### src/rtl/serial_add_ctrl_if.sv
// Host-side handshake and result bus of the bit-serial adder sequencer.
// The sub field only exists when SERIAL_SUB_EN is defined.
interface serial_add_ctrl_if #(
  parameter int WIDTH = 8
);
  logic             start;
  logic [WIDTH-1:0] op_a;
  logic [WIDTH-1:0] op_b;
`ifdef SERIAL_SUB_EN
  logic             sub;
`endif
  logic             busy;
  logic             done;
  logic [WIDTH-1:0] result;
  logic             carry_out;

`ifdef SERIAL_SUB_EN
  modport master (output start, op_a, op_b, sub, input busy, done, result, carry_out);
  modport slave  (input start, op_a, op_b, sub, output busy, done, result, carry_out);
`else
  modport master (output start, op_a, op_b, input busy, done, result, carry_out);
  modport slave  (input start, op_a, op_b, output busy, done, result, carry_out);
`endif
endinterface

### src/rtl/serial_add_ctrl.sv
// Bit-serial sequencer driving one shared external full-adder cell, LSB first.
// Optional subtract mode (b inverted, carry-in 1) is enabled by SERIAL_SUB_EN.
module serial_add_ctrl #(
  parameter int WIDTH = 8,
  parameter int CNT_W = $clog2(WIDTH)
) (
  input  logic               clk,
  input  logic               rst,
  serial_add_ctrl_if.slave   bus,
  output logic               fa_a,
  output logic               fa_b,
  output logic               fa_cin,
  input  logic               fa_sum,
  input  logic               fa_carry
);

  typedef enum logic [1:0] {IDLE, RUN, DONE} state_t;

  localparam logic [CNT_W-1:0] LAST = CNT_W'(WIDTH - 1);

  state_t           state_q, state_d;
  logic [WIDTH-1:0] a_sr, b_sr, res_q;
  logic             carry, cout_q, done_q;
  logic [CNT_W-1:0] cnt;
  logic             load, run, last;
  logic [WIDTH-1:0] b_load;
  logic             cin_load;

`ifdef SERIAL_SUB_EN
  assign b_load   = bus.sub ? ~bus.op_b : bus.op_b;
  assign cin_load = bus.sub;
`else
  assign b_load   = bus.op_b;
  assign cin_load = 1'b0;
`endif

  assign run  = (state_q == RUN);
  assign last = run && (cnt == LAST);

  always_ff @(posedge clk) begin
    if (rst) state_q <= IDLE;
    else     state_q <= state_d;
  end

  always_comb begin
    state_d = state_q;
    load    = 1'b0;
    case (state_q)
      IDLE: if (bus.start) begin
        load    = 1'b1;
        state_d = RUN;
      end
      RUN:  if (cnt == LAST) state_d = DONE;
      DONE: begin
        // a start in the DONE cycle chains straight into the next RUN
        load    = bus.start;
        state_d = bus.start ? RUN : IDLE;
      end
      default: state_d = IDLE;
    endcase
  end

  always_ff @(posedge clk) begin
    if (rst) begin
      a_sr   <= '0;
      b_sr   <= '0;
      res_q  <= '0;
      carry  <= 1'b0;
      cout_q <= 1'b0;
      cnt    <= '0;
      done_q <= 1'b0;
    end else begin
      done_q <= last;
      if (load) begin
        a_sr  <= bus.op_a;
        b_sr  <= b_load;
        carry <= cin_load;
        cnt   <= '0;
      end else if (run) begin
        res_q <= {fa_sum, res_q[WIDTH-1:1]};
        a_sr  <= a_sr >> 1;
        b_sr  <= b_sr >> 1;
        carry <= fa_carry;
        cnt   <= cnt + 1'b1;
        if (last) cout_q <= fa_carry;
      end
    end
  end

  assign fa_a   = run & a_sr[0];
  assign fa_b   = run & b_sr[0];
  assign fa_cin = run & carry;

  assign bus.busy      = run;
  assign bus.done      = done_q;
  assign bus.result    = res_q;
  assign bus.carry_out = cout_q;

endmodule

### src/flat_wrapper.sv
// flat-port wrapper written by rule: the top's interface ports become plain ports
module serial_add_ctrl_flat 
#(
  parameter int WIDTH = 8,
  parameter int CNT_W = $clog2(WIDTH)
)
  (clk, rst, fa_a, fa_b, fa_cin, fa_sum, fa_carry, bus_start, bus_op_a, bus_op_b, bus_busy, bus_done, bus_result, bus_carry_out);
  serial_add_ctrl_if #(.WIDTH(WIDTH)) bus_i ();
  input  logic clk;
  input  logic rst;
  output logic fa_a;
  output logic fa_b;
  output logic fa_cin;
  input  logic fa_sum;
  input  logic fa_carry;
  input wire logic [$bits(bus_i.start)-1:0] bus_start;
  input wire logic [$bits(bus_i.op_a)-1:0] bus_op_a;
  input wire logic [$bits(bus_i.op_b)-1:0] bus_op_b;
  output wire logic [$bits(bus_i.busy)-1:0] bus_busy;
  output wire logic [$bits(bus_i.done)-1:0] bus_done;
  output wire logic [$bits(bus_i.result)-1:0] bus_result;
  output wire logic [$bits(bus_i.carry_out)-1:0] bus_carry_out;
  assign bus_i.start = bus_start;
  assign bus_i.op_a = bus_op_a;
  assign bus_i.op_b = bus_op_b;
  assign bus_busy = bus_i.busy;
  assign bus_done = bus_i.done;
  assign bus_result = bus_i.result;
  assign bus_carry_out = bus_i.carry_out;
  serial_add_ctrl #(.WIDTH(WIDTH), .CNT_W(CNT_W)) u_core (.clk(clk), .rst(rst), .bus(bus_i), .fa_a(fa_a), .fa_b(fa_b), .fa_cin(fa_cin), .fa_sum(fa_sum), .fa_carry(fa_carry));
endmodule
### config.mk
export PLATFORM = sky130hd
export DESIGN_NAME = serial_add_ctrl_flat
export DESIGN_NICKNAME = d
export VERILOG_FILES = /design/src/rtl/serial_add_ctrl_if.sv /design/src/rtl/serial_add_ctrl.sv /design/src/flat_wrapper.sv
export SDC_FILE = /design/constraint.sdc
export NUM_CORES = 1
export LEC_CHECK = 0
export BUFFER_PORTS_ARGS = -buffer_cell sky130_fd_sc_hd__buf_2
export CAP_MARGIN = 15
export CORE_MARGIN = 10
export CORE_UTILIZATION = 53
export CTS_BUF_LIST = sky130_fd_sc_hd__clkbuf_4
export DETAILED_ROUTE_END_ITERATION = 6
export GPL_ROUTABILITY_DRIVEN = 0
export PLACE_DENSITY_LB_ADDON = 0.08
export SLEW_MARGIN = 25
export SYNTH_ARGS = -nofsm -noshare
export SYNTH_HDL_FRONTEND = slang
export SYNTH_SLANG_ARGS = --single-unit
### constraint.sdc
create_clock -name clk -period 1.2 [get_ports clk]
set_input_delay 0.06 -clock clk [delete_from_list [all_inputs] [get_ports clk]]
set_output_delay 0.06 -clock clk [all_outputs]
set_load 0.05 [all_outputs]
==> results of run 1 <==
[power breakdown]
group          internal, mW  total [mW]  switching (mW)
clock network         0.214       0.580           0.366
registers              1.12        1.16          0.0350
logic                 0.205       0.429           0.224
total                  1.54        2.17           0.624
[layer usage]
layer / routed length [um] / global-route usage (%)
met3: 119 / 4.24
met2: 1480 / 18.8
met4: 66 / 7.89
met1: 1470 / 14.2
met5: 0 / 0
[worst max-delay path by stage]
stage                                    from                     endpoint  slack, ns  cells past startpoint
2_1_floorplan  u_core.state_q[1]$_SDFFE_PP0P_                         fa_a      -0.04                      5
3_3_place_gp   u_core.state_q[1]$_SDFFE_PP0P_                         fa_b       0.03                      4
3_5_place_dp   u_core.state_q[1]$_SDFFE_PP0P_  u_core.b_sr[6]$_SDFFE_PP0P_      -0.02                      4
4_1_cts        u_core.state_q[1]$_SDFFE_PP0P_                         fa_a      -0.04                      4
5_1_grt        u_core.state_q[1]$_SDFFE_PP0P_                         fa_a      -0.08                      4
6_report       u_core.state_q[1]$_SDFFE_PP0P_                         fa_a      -0.03                      4
[area by class of cell]
| type | instances | area (um2) |
|---|---|---|
| timing repair inverter | 2 | 12.5 |
| timing repair buffer | 54 | 388 |
| clock inverter | 3 | 13.8 |
| tap | 30 | 37.5 |
| multi-input combinational | 96 | 601 |
| inverter | 1 | 11.3 |
| fill | 204 | 687 |
| sequential | 32 | 644 |
| clock buffer | 5 | 37.5 |
[flip-flops by register name, summed over array words and instances (netlist names)]
register              count
u_core.bus.done           1
u_core.b_sr               8
u_core.bus.result         8
u_core.state_q            2
u_core.a_sr               8
u_core.bus.carry_out      1
u_core.cnt                3
u_core.carry              1
[tightest hold or removal path, stage by stage]
cell and delay (ns):
buf_2 0.10, o22ai_2 0.08, nor3_1 0.06
[metrics by stage]
| stage | utilization (%) | cells | TNS (ns) | worst slack (ns) |
|---|---|---|---|---|
| after global routing | 71.8 | 223 | -0.666 | -0.0823 |
| after global placement | 60.6 | 202 | 0 | 0.0343 |
| after CTS | 68.5 | 220 | -0.163 | -0.0421 |
| after detailed placement | 60.6 | 202 | -0.0310 | -0.0185 |
| after floorplan | - | 142 | -0.109 | -0.0362 |
| final | 71.8 | 223 | -0.100 | -0.0312 |
[synthesized netlist by cell type]
master	count	area [um2]
a21oi_1	10	50.1
a22oi_1	1	7.51
a311oi_1	2	17.5
and2_1	3	18.8
buf_12	1	20.0
buf_4	3	22.5
buf_6	5	56.3
buf_8	1	15.0
clkbuf_1	3	11.3
dfxtp_1	32	641
ha_1	2	25.0
inv_8	1	11.3
mux2i_1	5	50.1
nand2_1	21	78.8
nand2b_1	2	12.5
nand3_1	2	10.0
nand3b_1	1	7.51
nor2_1	5	18.8
nor2b_1	1	6.26
nor3_1	25	125
nor3_2	3	30.0
o21a_1	1	7.51
o22ai_1	11	68.8
xnor2_1	1	8.76
[repair_timing]
item | 4_1_cts | 5_1_grt
hold buffers | 4 | 0
resized for setup | 20 | 14
hold endpoints to repair | 4 | 0
pin swaps | 3 | 2
buffers inserted | 4 | 3
setup endpoints to repair | 7 | 23
gates cloned | 2 | 0
[cell families (layout without fill, tap and decap cells)]
group	Yosys count	count (layout)
AND/OR/NAND/NOR	63	63
XOR/XNOR	1	1
multiplexers	5	5
AO/OA/AOI/OAI	25	25
flip-flops	32	32
buffers and inverters	14	65
adder cells (fa/ha/maj)	2	2
==> impl_metrics.ini, run 1 <==
[placed_design]
port_buffers = 34
place_hpwl_um = 1960
dpl_cell_area_um2 = 1470

[critical_path]
crit_slowest_cell = dfxtp_2
endpoint_kind = primary output
r2r-start = u_core.state_q[1]$_SDFFE_PP0P_
worstRegToRegCells = 5
cp-start-kind = flop
slowest_delay_ns = 0.33
crit_fanout = 5
reg2reg_setup_slack_ns = 0
cp_cell_sequence = nand2b_4, inv_8, and2_4, buf_8
cp_top_family = flip-flops
r2r_end = u_core.a_sr[6]$_SDFFE_PP0P_
crit_arrival_ns = 1.17
critPathBufInv = 2
worstSetupPathType = reg2out
required_ns = 1.14

[floorplan]
die_x_um = 69.9
row_count = 18
ioPinCount = 35
initial_utilization_pct = 54.3
die_area_um2 = 4890
core_area_um2 = 2430
die_height_um = 69.9

[routing]
drc = 0
ant_nets = 0
drtIter0Drc = 84
wirelength_um = 3140
viasPerCell = 5.30
wl_per_cell_um = 14.1
dr.pass1.iters = 4
vias = 1181

[finish]
fin_area_um2 = 1750
layout-drive-gt1-share_pct = 40.9
antenna_cells = 0
final_cell_mix = buf_2, dfxtp_1, nor3_1, nand2_1, buf_4
final_nets = 215
areaGrowthSynthToFinish_pct = 32.2
final_common_cell = buf_2

[clock_tree]
h-tree-depth = 2
clk_path_buf_depth = 2
clock-root-buffer = clkbuf_4
clk_latency_ns = 0.34
cts_tree = built
cts_made_buffers = 5
cts_sinks = 32
clk_pin_slew_ns = 0.09

[min_path]
hold_start = bus_op_b[4]
worstHoldEndpoint = u_core.b_sr[4]$_SDFFE_PP0P_
worstHoldPathCells = 3
hold_path.class = in2reg

[sta]
fin_crit_sh_pct = 103
maxSlewViolCount = 0
fin_skew_ns = 0.00256
finalWorstSetupSlack_ns = -0.0312
rsz0062_at_grt = yes
setup-violations-final = 5
fmax_ghz = 0.812
tightestPinTransition_ns = 0.637
min_period_ns = 1.23
relSlewSlack_pct = 57.6
hold_slack_ns = 0.00593
hold_viol = 0

[yosys]
synth_cells = 142
yosys-mux-area-fraction_pct = 3.79
synthesis.nets = 165
synth_simple_gate_area_share_pct = 23.3
synth_compound_area_share_pct = 11.5
synth.distinct_cells = 24
avgSynthCellArea_um2 = 9.30
syn-cell-area_um2 = 1320
seq_area_frac_synth_pct = 48.5
synthAdderAreaFrac_pct = 1.90
synth-xor-area-share_pct = 0.664
synth_top_family_by_area = simple AND/OR/NAND/NOR gates
ys_ff_latch = 32
yosys_warnings = 0

[grt]
grtUsageTotal_pct = 12.3
grt_overflow = 0
grt_pass1_wl_um = 4950
grt_max_degree = 33
grt_pass1_vias = 1118
antenna_found_initial = 0

[power_and_ir_drop]
p_leak_nw = 0.750
ir_drop_mv = 1.09
pwr_density_cell_nw_per_um2 = 1240
power.total_mw = 2.17

[status]
failed_checks = setup timing
status = finished, violations left

[run]
max_cap_viol_count = 0
(Power assumes the default switching activity.)
==> run 2: changes to the inputs <==
--- a/config.mk
+++ b/config.mk
@@ -5,6 +5,7 @@
 export SDC_FILE = /design/constraint.sdc
 export NUM_CORES = 1
 export LEC_CHECK = 0
+export ABC_AREA = 0
 export BUFFER_PORTS_ARGS = -buffer_cell sky130_fd_sc_hd__buf_2
 export CAP_MARGIN = 15
 export CORE_MARGIN = 10
==> constraint.sdc (replaced) <==
create_clock -name clk -period 1.3 [get_ports clk]
set_input_delay 0.065 -clock clk [delete_from_list [all_inputs] [get_ports clk]]
set_output_delay 0.065 -clock clk [all_outputs]
set_load 0.05 [all_outputs]
==> run 2 against run 1 <==
Net effect:
- the flow now finishes without violations
- die area is the same
- sequential power decreased by 8%
- wire length increased by 1.7%
- sequential share of layout area rose by 2.9 points
- count of clock-buffer cells in the layout up 2
- setup slack better by 0.062 ns
- sequential cell count did not move
- global-route usage is 0.38 points higher
- critical path type unchanged
- largest cell class unchanged
- largest power group unchanged
==> impl_metrics.ini, run 2 (synthesis gave the netlist of run 1 again) <==
[status]
status = complete, no violations

[finish]
fillCellCount = 214
areaGrowthSynthToFinish_pct = 22.3
antenna_cells = 0
final_common_cell = buf_2
final_nets = 204
stdcell_count = 212
layout-drive-gt1-share_pct = 33.5
fin_area_um2 = 1610
final_cell_mix = buf_2, dfxtp_1, nor3_1, nand2_1, o22ai_1

[routing]
wl_per_cell_um = 15.1
wirelength_um = 3190
ant_nets = 0
dr.pass1.iters = 4
drc = 0
viasPerCell = 5.43
vias = 1152
drtIter0Drc = 120

[clock_tree]
clock-root-buffer = clkbuf_4
cts_tree = built
clk_path_buf_depth = 2
cts_sinks = 32
h-tree-depth = 2
clk_pin_slew_ns = 0.10
clk_latency_ns = 0.33
cts_made_buffers = 5

[grt]
grt_pass1_wl_um = 5230
grt_pass1_vias = 1157
grt_max_degree = 33
grtUsageTotal_pct = 12.7
antenna_found_initial = 0
grt_overflow = 0

[critical_path]
worstSetupPathType = reg2out
cp-start-kind = flop
slowest_delay_ns = 0.33
crit_fanout = 7
crit_slowest_cell = dfxtp_2
endpoint_kind = primary output
crit_arrival_ns = 1.20
cp-startpoint = u_core.state_q[1]$_SDFFE_PP0P_
r2r-start = u_core.state_q[1]$_SDFFE_PP0P_
cp_cell_sequence = nand2b_4, inv_16, and2_4, buf_8
required_ns = 1.24
worstRegToRegCells = 5

[run]
max_cap_viol_count = 0

[sta]
tightestPinTransition_ns = 0.573
fin_crit_sh_pct = 97.6
fmax_ghz = 0.788
setup-violations-final = 0
relSlewSlack_pct = 61.8
tns_ns = 0
maxSlewViolCount = 0
fin_skew_ns = 0.00831
finalWorstSetupSlack_ns = 0.0309
min_period_ns = 1.27
hold_viol = 0
rsz0062_at_grt = yes

[floorplan]
row_count = 18
die_area_um2 = 4890
die_x_um = 69.9
core_area_um2 = 2430
die_height_um = 69.9
initial_utilization_pct = 54.3
ioPinCount = 35

[placed_design]
dp.cells = 198
place_ws_ns = -0.0217
dpl_cell_area_um2 = 1440
place_hpwl_um = 1990
port_buffers = 34

[power_and_ir_drop]
pwr_density_cell_nw_per_um2 = 1220
p_leak_nw = 0.683
ir_drop_mv = 0.955

[min_path]
hold_start = bus_op_b[0]
hold_path.class = in2reg
worstHoldPathCells = 3
-- run 2: changes by cell type in the layout (fill, tap and decap cells not counted), moves of 4 or more --
cell	before	now
buf_4	11	7
buf_6	4	0
a21oi_2	4	0
a21oi_1	6	10
-- run 2: final cells by class --
cell class              instances  area, um2  area share [%]
clock buffers                   7       52.6            3.26
clock inverters                 1       3.75           0.233
inverters                       1       20.0            1.24
multi-input cells              96        561            34.7
flip-flops and latches         32        643            39.8
well taps                      30       37.5            2.33
repair buffers                 44        288            17.8
repair inverters                1       8.76           0.543
-- run 2: critical path: cells and delay by family (launching register included) --
| family | cells | cell delay (ns) |
|---|---|---|
| and+or+nand+nor | 2 | 0.33 |
| buffers and inverters | 2 | 0.22 |
| DFF | 1 | 0.33 |
-- run 2: stage by stage --
stage                     hold WS (ns)  total power, mW  utilization, %
after CTS                       0.0136             1.99            66.4
after floorplan                  0.137             1.34               -
after global routing            0.0233             2.06            66.4
after detailed placement         0.315             1.38            59.4
final                           0.0293             1.97            66.4
after global placement           0.307             1.37            59.4
-- run 2: where the power goes --
group	leakage [nW]	total, mW	switching (mW)	internal [mW]
logic	0.386	0.343	0.196	0.147
clock network	0.0338	0.557	0.308	0.249
registers	0.263	1.07	0.0332	1.04
-- run 2: final timing paths --
path,to,slack [ns]
setup / recovery,fa_cin,0.03
hold / removal,u_core.b_sr[0]$_SDFFE_PP0P_,0.03
setup reg to reg,u_core.b_sr[2]$_SDFFE_PP0P_,0.07
hold reg to reg,u_core.bus.result[0]$_SDFFE_PP0P_,0.46
-- run 2: metal layers --
metal,vias up,global-route usage (%),share of wire [%]
met4,0,3.29,0.22
met5,-,0,0
met2,51,20.7,49
met3,2,5.79,8.3
met1,522,14.5,42
li1,577,-,-
-- run 2: what timing repair did --
item,in CTS,in global routing
pin swaps,0,4
buffers inserted,4,0
hold endpoints to repair,2,0
gates cloned,1,0
hold buffers,2,0
gates resized for setup,17,4
endpoints found under the setup margin,7,14
